$ cat config.mk
export PLATFORM = sky130hd
export DESIGN_NAME = seq_serializer
export DESIGN_NICKNAME = d
export VERILOG_FILES = /design/src/rtl/seq_serializer.sv
export SDC_FILE = /design/constraint.sdc
export NUM_CORES = 1
export LEC_CHECK = 0
export ABC_CLOCK_PERIOD_IN_PS = 6100
export BUFFER_PORTS_ARGS = -buffer_cell sky130_fd_sc_hd__buf_2
export CAP_MARGIN = 20
export CORE_MARGIN = 5
export CORE_UTILIZATION = 45
export DETAILED_ROUTE_END_ITERATION = 10
export GPL_TIMING_DRIVEN = 0
export PLACE_DENSITY = 0.61
export SYNTH_ARGS = -nofsm -noshare
export SYNTH_HDL_FRONTEND = slang
export SYNTH_SLANG_ARGS = --single-unit
$ cat constraint.sdc
create_clock -name clock -period 6.1 [get_ports clock]
set_input_delay 0.61 -clock clock [delete_from_list [all_inputs] [get_ports clock]]
set_output_delay 0.61 -clock clock [all_outputs]
set_load 0.01 [all_outputs]
$ cat src/rtl/seq_serializer.sv
// seq_serializer
//   Takes variable-length bit strings over a valid/ready handshake and
//   shifts them out MSB-first, one bit per clock, on a registered serial
//   line. This line feeds the serial pattern detector. One word can wait
//   in a pending buffer while the current word is shifted out, so
//   consecutive words leave back to back with no gap. Between words the
//   line sits at IDLE_BIT.
//
// Ports
//   clock       system clock, rising edge
//   reset       asynchronous, active-high, clears all state
//   flush       synchronous abort of the pending word and the in-flight word
//   load_valid  load_data/load_len are valid
//   load_ready  a word can be accepted this cycle
//   load_data   string bits; bits [L-1:0] are used
//   load_len    word length L; 0 means WIDTH
//   seq_out     registered serial bit
//   bit_valid   seq_out carries a data bit
//   word_last   seq_out carries bit 0 of the current word
//   busy        shifter active or pending buffer full
//   words_sent  number of completed words, wraps modulo 256
module seq_serializer #(
  parameter int   WIDTH    = 16,
  parameter int   LW       = $clog2(WIDTH),
  parameter logic IDLE_BIT = 1'b1
) (
  input  logic             clock,
  input  logic             reset,
  input  logic             flush,
  input  logic             load_valid,
  output logic             load_ready,
  input  logic [WIDTH-1:0] load_data,
  input  logic [LW-1:0]    load_len,
  output logic             seq_out,
  output logic             bit_valid,
  output logic             word_last,
  output logic             busy,
  output logic [7:0]       words_sent
);

  logic [WIDTH-1:0] pend_data;
  logic [LW:0]      pend_len;   // 1..WIDTH
  logic             pend_valid;
  logic [WIDTH-1:0] sh;
  logic [LW:0]      cnt;        // bits remaining, including the one on seq_out

  logic          active;
  logic          cnt_is_one;
  logic          move;
  logic          accept;
  logic [LW:0]   load_len_ext;
  logic [LW-1:0] pend_msb_idx;
  logic [LW-1:0] sh_next_idx;

  assign active     = (cnt != '0);
  assign cnt_is_one = (cnt == (LW+1)'(1));
  assign move       = pend_valid && (!active || cnt_is_one);
  assign load_ready = !flush && (!pend_valid || move);
  assign accept     = load_valid && load_ready;
  assign busy       = active || pend_valid;

  assign load_len_ext = (load_len == '0) ? (LW+1)'(WIDTH) : {1'b0, load_len};

  // Both indices wrap in LW bits. A stored length of WIDTH has zero low
  // bits, so subtracting from those bits still gives the right bit
  // position.
  assign pend_msb_idx = pend_len[LW-1:0] - LW'(1);
  assign sh_next_idx  = cnt[LW-1:0] - LW'(2);

  always_ff @(posedge clock or posedge reset) begin
    if (reset) begin
      pend_data  <= '0;
      pend_len   <= '0;
      pend_valid <= 1'b0;
      sh         <= '0;
      cnt        <= '0;
      seq_out    <= IDLE_BIT;
      bit_valid  <= 1'b0;
      word_last  <= 1'b0;
      words_sent <= '0;
    end else if (flush) begin
      pend_valid <= 1'b0;
      cnt        <= '0;
      seq_out    <= IDLE_BIT;
      bit_valid  <= 1'b0;
      word_last  <= 1'b0;
    end else begin
      if (word_last)
        words_sent <= words_sent + 8'd1;

      if (move) begin
        sh        <= pend_data;
        cnt       <= pend_len;
        seq_out   <= pend_data[pend_msb_idx];
        bit_valid <= 1'b1;
        word_last <= (pend_len == (LW+1)'(1));
      end else if (active) begin
        if (cnt_is_one) begin
          cnt       <= '0;
          seq_out   <= IDLE_BIT;
          bit_valid <= 1'b0;
          word_last <= 1'b0;
        end else begin
          cnt       <= cnt - (LW+1)'(1);
          seq_out   <= sh[sh_next_idx];
          word_last <= (cnt == (LW+1)'(2));
        end
      end

      // A new word may enter the buffer in the same cycle the old one leaves it.
      if (accept) begin
        pend_data  <= load_data;
        pend_len   <= load_len_ext;
        pend_valid <= 1'b1;
      end else if (move) begin
        pend_valid <= 1'b0;
      end
    end
  end

endmodule

==> results.ini <==
[run_status]
outcome=finished, final reports clean

[cts]
root_buffer=clkbuf_8
tritoncts.num_buffers=5
h-tree-depth=2
numClockSinks=54
worstSkewPairLatency_ns=0.31
cts_resized=0
clock_path_buffers=2
cts_tree=built
cts_setup_buffers=0
clk_pin_slew_worst_paths_ns=0.10
ctsHoldBuffers=0

[sta]
rsz0062_at_grt=no
finalCritPeriodShare_pct=48.42
hold_viol_final=0
fmax_mhz=338.6
worstMarginPinSlew_ns=0.6519
skew_ns=0.004532
finalCriticalPeriod_ns=2.953
timing.slew.headroom_pct=56.21
setup_viol=0
setup_ws_ns=3.147
slew_violations=0
setup_tns_ns=0

[floorplanning]
die_h_um=86.87
start_util_pct=45.72
die_x_um=86.87
ios=37
dieArea_um2=7546
rows=28
core-area_um2=5816

[pwr]
clkPwrFrac_pct=17.9
switching_share_pct=33.14
finalPower_mw=1.357
p_comb_share_pct=39.2
power.leakage_nw=1.416
p_per_area_nw_per_um2=443.1
internal_power_mw=0.9071
p_sw_mw=0.4496
max-vdd-ir-drop_v=0.0001637
power.share.sequential_pct=43.0

[global_route]
grt_first_pass_wirelength_um=8804
track_usage_pct=14.96
grt_max_degree=32
grt_pass1_vias=1800
antenna_found_initial=0
gr-total-overflow=0

[setup_path]
critPathMaxFanout=7
arrival_ns=2.34
worstSetupStartpoint=cnt[0]
critPathCaptureType=primary output
crit-reg2reg-launch=cnt[0]
crit_chain=clkbuf_1 -> inv_1 -> ha_1 -> or2_2 -> a21o_1 -> nor2b_1 -> buf_2
path_class=flip-flop to primary output
critPathLaunchType=flip-flop
crit_buf_inv=3
critPathRequiredTime_ns=5.49
cp_top_family=buffers and inverters
slowest_delay_ns=0.36
slowest_stage=dfrtp_1

[final_layout]
drive_above_1_share_pct=39.26
nFillCells=545
final_cells=317
post-route-util_pct=52.65
diodes=0
nets=274
syn2layout_area_growth_pct=15.15

[flow_run]
drv_cap=0

[synth]
ys_ff_latch=54
syn-num-nets=231
syn_inst=198
ys_warn_count=0
syn_area_um2=2659
yosys-top-cells-area=dfrtp_1, mux2_2, ha_1
yosys.area.top_type=dfrtp_1
yosysSeqAreaShare_pct=50.87
postSynthAreaPerCell_um2=13.43
synth_cell_types=41
synth_top_area_share_pct=49.88

[detailed_routing]
totalWireLength_um=5049
via_per_inst=5.315
drt_iter0_markers=110
dr.pass1.iters=4
postRouteAntennaNets=0
drc=0
route.vias.total=1685
wl_per_cell_um=15.93

[placed_design]
portBuffers=35
dpl.cell_count=309
post-place-ws_ns=3.393
finalWeightedCongestion=0.7825
dp_hpwl_um=3709

[worst_hold_path]
min_path_type=input port to async pin

[logic make-up after synthesis]
| group | count (synthesis) | share of synthesized area [%] |
|---|---|---|
| xor+xnor | 12 | 3.953 |
| simple gates | 32 | 7.153 |
| buf+inv | 18 | 3.106 |
| flops | 54 | 50.87 |
| compound gates | 24 | 6.071 |
| fa+ha+maj | 9 | 4.235 |
| mux | 49 | 24.61 |
[area by class of cell]
type                    instances  area (µm²)  share of cell area [%]
well taps                      75       93.84                   3.065
flip-flops and latches         54        1353                   44.18
clock buffers                   5       68.82                   2.248
plain buffers                   9       48.80                   1.594
repair buffers                 36       195.2                   6.375
clock inverters                 3       45.04                   1.471
inverters                       9       33.78                   1.103
multi-input cells             126        1224                   39.97
[placed cells by master, fill, tap and decap left out, drive strengths merged, types with 4 or more instances in the layout]
cell type	instances
clkbuf	9
ha	9
nor2	4
nand3	4
buf	41
mux4	8
a21oi	8
inv	9
xnor2	5
xor2	7
nand2	4
dfrtp	53
mux2	39
[path summary, 6_finish.rpt]
kind	end	slack (ns)	cells after the start
max	load_ready	3.15	7
max in group asynchronous	seq_out	5.17	3
max reg2reg	pend_len[1]	3.41	8
min	words_sent[7]	0.32	2
min in group clock	words_sent[7]	0.48	1
min reg2reg	words_sent[7]	0.48	1
[cell usage after synthesis, drive strengths merged]
cell and n:
o2111a 1, nor2 4, nand3b 2, nand3 4, and2 1, mux4 8
buf 5, o22ai 1, mux2 39, and4 2, and4b 1, or2 1
o2111ai 1, a21boi 1, dfrtp 53, a221oi 1, nor3b 1, xnor2 5
a21o 3, xor2 7, clkbuf 4, and3 1, nand2b 2, ha 9
nor4 2, inv 9, dfstp 1, or3b 1, a32oi 2, nor2b 3
nor3 2, a21oi 8, a22oi 2, o21ai 3, nor4b 1, o32ai 1
mux2i 2, nand2 4
[per-layer routing]
layer,GRT usage [%],vias to the layer above,wire [µm]
li1,-,810,-
met1,20.37,839,2353
met2,23.53,27,2416
met3,3.406,9,181
met4,5.241,0,97
met5,0,-,0
[worst register-to-register path, delay by kind of cell, from the launching register on]
family	cells	cell delay, ns
mux	1	0.38
flops	1	0.36
buf+inv	3	0.84
fa+ha+maj	1	0.31
simple gates	2	0.50
compound gates	1	0.21
[per-stage QoR]
stage | hold WS, ns | area [µm²]
final | 0.3176 | 3062
after global routing | 0.3625 | 3062
after CTS | 0.3340 | 3062
after detailed placement | 0.4713 | 2948
after global placement | 0.4583 | 2928
after floorplan | 0.4751 | 2659
[power groups by stage]
| stage | Combinational [mW] | Clock, mW | Sequential [mW] |
|---|---|---|---|
| floorplan | 0.422 | 0 | 0.566 |
| global placement | 0.527 | 0 | 0.589 |
| detailed placement | 0.536 | 0 | 0.594 |
| CTS | 0.538 | 0.251 | 0.587 |
| global route | 0.591 | 0.266 | 0.604 |
| finish | 0.531 | 0.242 | 0.583 |
[registers in the layout, indices dropped and copies added (netlist names)]
register and cells:
cnt 5, word_last 1, pend_len 5, bit_valid 1
words_sent 8, pend_valid 1, pend_data 16, sh 16
seq_out 1
(Power assumes the default switching activity.)
